$ cat src/rtl/mem_arbiter.sv
// mem_arbiter: two-port round-robin arbiter and byte sequencer for the 8-bit test memory.
//
// Port A issues 4-byte reads (instruction fetch). Port B issues byte/half/word loads and
// stores. The granted transaction is split into single-byte request cycles on the memory
// port; every request is held in a wait state until the memory acknowledges it with
// i_mem_data_DV. Read bytes are reassembled little-endian into a zero-extended word.
//
// Ports:
//   i_clk, i_rst                  clock (rising edge), asynchronous active-high reset
//   i_a_request/i_a_address       port A read request and byte address
//   o_a_data/o_a_done             port A read word (held) and one-cycle completion pulse
//   i_b_request/i_b_write         port B request and store select
//   i_b_size/i_b_address          port B size (0 byte, 1 half, 2/3 word) and byte address
//   i_b_wdata                     port B store data, byte k in bits [8k+7:8k]
//   o_b_rdata/o_b_done            port B load word (held) and one-cycle completion pulse
//   o_mem_request/o_mem_write     memory request pulse and write strobe
//   o_mem_address/o_mem_data      memory byte address and write data
//   i_mem_data/i_mem_data_DV      memory read data and acknowledge
//   o_busy                        high whenever a transaction is in progress
module mem_arbiter #(
   parameter int unsigned ADDR_W = 12
) (
   input  logic              i_clk,
   input  logic              i_rst,
   input  logic              i_a_request,
   input  logic [ADDR_W-1:0] i_a_address,
   output logic [31:0]       o_a_data,
   output logic              o_a_done,
   input  logic              i_b_request,
   input  logic              i_b_write,
   input  logic [1:0]        i_b_size,
   input  logic [ADDR_W-1:0] i_b_address,
   input  logic [31:0]       i_b_wdata,
   output logic [31:0]       o_b_rdata,
   output logic              o_b_done,
   output logic              o_mem_request,
   output logic              o_mem_write,
   output logic [ADDR_W-1:0] o_mem_address,
   output logic [7:0]        o_mem_data,
   input  logic [7:0]        i_mem_data,
   input  logic              i_mem_data_DV,
   output logic              o_busy
);

   typedef enum logic [1:0] {StIdle, StIssue, StWait, StDone} state_e;

   state_e            state_q, state_d;
   logic [1:0]        k_q, k_d;            // index of the byte currently in flight
   logic [1:0]        last_k_q, last_k_d;  // index of the final byte (N-1)
   logic              last_b_q, last_b_d;  // 1 = port B held the most recent grant
   logic              gnt_b_q, gnt_b_d;    // port owning the current transaction
   logic [ADDR_W-1:0] addr_q, addr_d;
   logic              write_q, write_d;
   logic [31:0]       wdata_q, wdata_d;
   logic [31:0]       asm_q, asm_d;        // read assembly register
   logic [31:0]       a_data_q, a_data_d;
   logic [31:0]       b_rdata_q, b_rdata_d;

   logic              grant_b;
   logic [ADDR_W-1:0] cur_addr;
   logic [7:0]        wr_byte;
   logic [31:0]       asm_ins;
   logic              mem_active;

   always_ff @(posedge i_clk or posedge i_rst) begin
      if (i_rst) begin
         state_q   <= StIdle;
         k_q       <= 2'd0;
         last_k_q  <= 2'd0;
         last_b_q  <= 1'b1;
         gnt_b_q   <= 1'b0;
         addr_q    <= '0;
         write_q   <= 1'b0;
         wdata_q   <= 32'd0;
         asm_q     <= 32'd0;
         a_data_q  <= 32'd0;
         b_rdata_q <= 32'd0;
      end else begin
         state_q   <= state_d;
         k_q       <= k_d;
         last_k_q  <= last_k_d;
         last_b_q  <= last_b_d;
         gnt_b_q   <= gnt_b_d;
         addr_q    <= addr_d;
         write_q   <= write_d;
         wdata_q   <= wdata_d;
         asm_q     <= asm_d;
         a_data_q  <= a_data_d;
         b_rdata_q <= b_rdata_d;
      end
   end

   // Datapath helpers shared by next-state and output logic.
   always_comb begin
      cur_addr = addr_q + ADDR_W'(k_q);
      unique case (k_q)
         2'd0:    wr_byte = wdata_q[7:0];
         2'd1:    wr_byte = wdata_q[15:8];
         2'd2:    wr_byte = wdata_q[23:16];
         default: wr_byte = wdata_q[31:24];
      endcase
      asm_ins = asm_q | (32'(i_mem_data) << {k_q, 3'b000});
   end

   always_comb begin
      state_d   = state_q;
      k_d       = k_q;
      last_k_d  = last_k_q;
      last_b_d  = last_b_q;
      gnt_b_d   = gnt_b_q;
      addr_d    = addr_q;
      write_d   = write_q;
      wdata_d   = wdata_q;
      asm_d     = asm_q;
      a_data_d  = a_data_q;
      b_rdata_d = b_rdata_q;
      // On a tie the port that did not win last time gets the grant.
      grant_b   = i_b_request && (!i_a_request || !last_b_q);

      unique case (state_q)
         StIdle: begin
            if (i_a_request || i_b_request) begin
               gnt_b_d  = grant_b;
               last_b_d = grant_b;
               k_d      = 2'd0;
               asm_d    = 32'd0;
               state_d  = StIssue;
               if (grant_b) begin
                  addr_d  = i_b_address;
                  write_d = i_b_write;
                  wdata_d = i_b_wdata;
                  unique case (i_b_size)
                     2'd0:    last_k_d = 2'd0;
                     2'd1:    last_k_d = 2'd1;
                     default: last_k_d = 2'd3;
                  endcase
               end else begin
                  addr_d   = i_a_address;
                  write_d  = 1'b0;
                  wdata_d  = 32'd0;
                  last_k_d = 2'd3;
               end
            end
         end
         StIssue: begin
            state_d = StWait;
         end
         StWait: begin
            if (i_mem_data_DV) begin
               if (!write_q) begin
                  asm_d = asm_ins;
               end
               if (k_q == last_k_q) begin
                  state_d = StDone;
                  // Result registers load here so the word is valid during the done pulse.
                  if (!write_q) begin
                     if (gnt_b_q) begin
                        b_rdata_d = asm_ins;
                     end else begin
                        a_data_d = asm_ins;
                     end
                  end
               end else begin
                  k_d     = 2'(k_q + 2'd1);
                  state_d = StIssue;
               end
            end
         end
         default: begin
            state_d = StIdle;
         end
      endcase
   end

   always_comb begin
      mem_active    = (state_q == StIssue) || (state_q == StWait);
      o_busy        = (state_q != StIdle);
      o_mem_request = (state_q == StIssue);
      o_mem_address = mem_active ? cur_addr : '0;
      o_mem_write   = mem_active && write_q;
      o_mem_data    = (mem_active && write_q) ? wr_byte : 8'd0;
      o_a_done      = (state_q == StDone) && !gnt_b_q;
      o_b_done      = (state_q == StDone) && gnt_b_q;
      o_a_data      = a_data_q;
      o_b_rdata     = b_rdata_q;
   end

endmodule

$ cat config.mk
export PLATFORM = sky130hd
export DESIGN_NAME = mem_arbiter
export DESIGN_NICKNAME = d
export VERILOG_FILES = /design/src/rtl/mem_arbiter.sv
export SDC_FILE = /design/constraint.sdc
export NUM_CORES = 1
export LEC_CHECK = 0
export CORE_MARGIN = 1.5
export CORE_UTILIZATION = 45
export DETAILED_ROUTE_END_ITERATION = 10
export PLACE_DENSITY = 0.75
export SYNTH_ARGS = -nofsm -noshare
export SYNTH_HDL_FRONTEND = slang
export SYNTH_SLANG_ARGS = --single-unit
$ cat constraint.sdc
create_clock -name i_clk -period 13.65 [get_ports i_clk]
set_clock_uncertainty 0.2 [all_clocks]
set_input_delay 4.095 -clock i_clk [delete_from_list [all_inputs] [get_ports i_clk]]
set_output_delay 4.095 -clock i_clk [all_outputs]
set_load 0.03 [all_outputs]
==> flow_summary.toml <==
[synthesis]
async_reset_ff_share_pct = 100.0
yosys-top-cells-area = "dfrtp_1, a21oi_1, nor2_1, a22o_1, ha_1"
yosysMostFrequentCell = "dfrtp_1"
yosys_most_used_dff = "dfrtp_1"
synth_area_um2 = 6379
ys_seq_elements = 149
syn_inst = 621
synth.distinct_cells = 43
synth_nets = 704
synth_top_cell_by_area = "dfrtp_1"
synth-edff-count = 0
yosys-top-cells-count = "dfrtp_1, a21oi_1, nor2_1, a22o_1, nand2_1"
synth_seq_area_share_pct = 58.47
synth_top_area_share_pct = 58.06
avgSynthCellArea_um2 = 10.27
ys.warnings.count = 0

[drt]
drcViolationCount = 0
wl_met1_mm = 6.868
dr.pass1.iters = 8
vias = 5303
drtIter0Drc = 530
antenna_left = 0
drt-total-wl_mm = 16.05
met3_length_mm = 1.351
wl_met2_mm = 7.625
via_per_inst = 5.512
wire_per_inst_um = 16.68
maxUsedRoutingLayer = "met4"

[cells_and_area]
n_antenna_cell = 0
instances_no_fill = 962
nFillCells = 1105
drive_above_1_share_pct = 6.394
final_nets = 852
areaGrowthSynthToFinish_pct = 36.13
fin_util_pct = 62.56

[sta]
finalCritPeriodShare_pct = 54.95
fin_crit_ps = 7501
slew_viol_final = 0
slew_headroom_pct = 20.02
tightest_slew_ps = 1200
rsz0062_at_grt = "no"
setup-tns-final_ps = 0
max_clock_freq_mhz = 133.3
setup_violations = 0
hold_violations = 0

[clock_tree]
cts_inserted_buffers = 17
htree_levels = 4
cts.sinks = 149
cts-root-buf = "clkbuf_16"
cts_resized = 0
hold_buffers = 0
cts.path.max_buffers = 2
postCtsSetupBuffers = 0
cts_tree = "yes"
clk_pin_slew_worst_paths_ps = 60
clock_latency_ps = 420

[critical_path]
worstPathRequired_ps = 9350
crit_chain = "inv_1, fa_1, nor2b_1, nand4_1, xnor2_1, and2_1, clkdlybuf4s50_1"
worst-path-buf-inv = 2
path_max_fanout = 10
crit_path_start_kind = "register"
critPathTopFamily = "buffers and inverters"
slowest_stage = "clkdlybuf4s50_1"
critPathMaxStageDelay_ps = 670
cp.arrival_ps = 3210
r2r_setup_slack_ps = 11090
path_class = "reg -> out"
endpoint_kind = "output pin"

[global_routing]
grt_overflow_total = 0
antenna_found_initial = 0
grt_pass1_wl_mm = 25.76
grt_max_degree = 83
grt_util_all_layers_pct = 22.43
grt_pass1_vias = 5142

[placement]
post-dp-hpwl_mm = 11.03
gp_congestion = 0.8592
port_buffers = 160
placedCellCount = 930

[floorplanning]
coreArea_um2 = 13880
die_h_um = 122.1
rows = 43
die_w_um = 122.1
die-area_um2 = 14900
start_util_pct = 45.95
ioPinCount = 161

[status]
status = "complete, no violations"

[power_and_ir_drop]
ir_drop_mv = 0.1448
power.density_nw_per_um2 = 243.8
leakage_nw = 3.835

[hold_path]
hold_class = "reg -> reg"

[job]
max_cap_violations = 0
[through the flow]
stage | instance area (um^2) | power (mW) | hold slack [ps] | worst slack (ps)
detailed placement | 8083 | 1.652 | 260.6 | 6645
global route | 8683 | 2.242 | 278.6 | 5928
finish | 8683 | 2.117 | 266.1 | 6149
floorplan | 6379 | 1.285 | 239.3 | 5349
global placement | 8083 | 1.626 | 252.3 | 6718
CTS | 8683 | 2.127 | 271.0 | 6174
[metal layers]
layer | vias up | global-route usage, %
met5 | - | 0
met4 | 0 | 5.887
met3 | 19 | 7.022
met2 | 233 | 35.57
met1 | 2579 | 30.04
li1 | 2472 | -
[flip-flops by register name, summed over array words and instances, names as in the netlist]
signal and cells:
addr_q 12, o_b_rdata 32, asm_q 32, last_b_q 1, write_q 1, last_k_q 2
o_a_data 32, wdata_q 32, gnt_b_q 1, state_q 2, k_q 2
[layout by cell type (no fill, tap or decap), types with 3 or more instances in the layout]
cell	count
nand3_1	6
nand2_1	28
nor2_1	120
clkbuf_16	17
ha_1	10
inv_1	8
nand4_1	6
clkinv_4	3
buf_4	6
a21oi_1	128
clkinvlp_4	3
a31oi_1	4
o21ai_0	21
and2_1	12
nor4_2	3
mux2i_1	12
a222oi_1	8
inv_6	3
a22o_1	33
dfrtp_1	148
xnor2_1	8
clkdlybuf4s50_1	160
nor2b_1	5
[layout make-up]
type | count | area, um^2 | area share, %
clock buffer | 19 | 452.9 | 5.216
clock inverter | 13 | 147.6 | 1.700
inverter | 9 | 38.79 | 0.4467
multi-input combinational | 426 | 2442 | 28.13
sequential | 149 | 3730 | 42.95
tap | 180 | 225.2 | 2.594
timing repair buffer | 166 | 1647 | 18.96
[worst min-delay path, stage by stage, from the launching register on]
cell and delay, ps:
dfstp_2 370, nand2_1 50, nand2_1 40
[power breakdown]
part           switching (mW)  leakage [nW]  internal (mW)  total (mW)
Sequential              0.115          1.98          0.603       0.718
Combinational           0.550          1.57          0.381       0.931
Clock                   0.187         0.288          0.281       0.468
Total                   0.852          3.84           1.27        2.12
[kinds of logic after synthesis]
| family | synth area share (%) |
|---|---|
| muxes | 1.883 |
| adders and majority gates | 2.275 |
| and+or+nand+nor | 13.52 |
| AOI/OAI and AO/OA | 18.97 |
| xor gates and xnor gates | 1.373 |
| DFF | 58.47 |
| buffers and inverters | 3.511 |
[final timing paths]
path                            start                end  cells past startpoint
max                            k_q[1]  o_mem_address[10]                      7
min                          last_b_q           last_b_q                      2
max reg2reg                state_q[0]      o_b_rdata[30]                      7
min reg2reg                  last_b_q           last_b_q                      2
max in group asynchronous       i_rst        o_a_data[9]                      3
min in group asynchronous       i_rst          addr_q[7]                      2
Power figures use the tool's default switching activity.
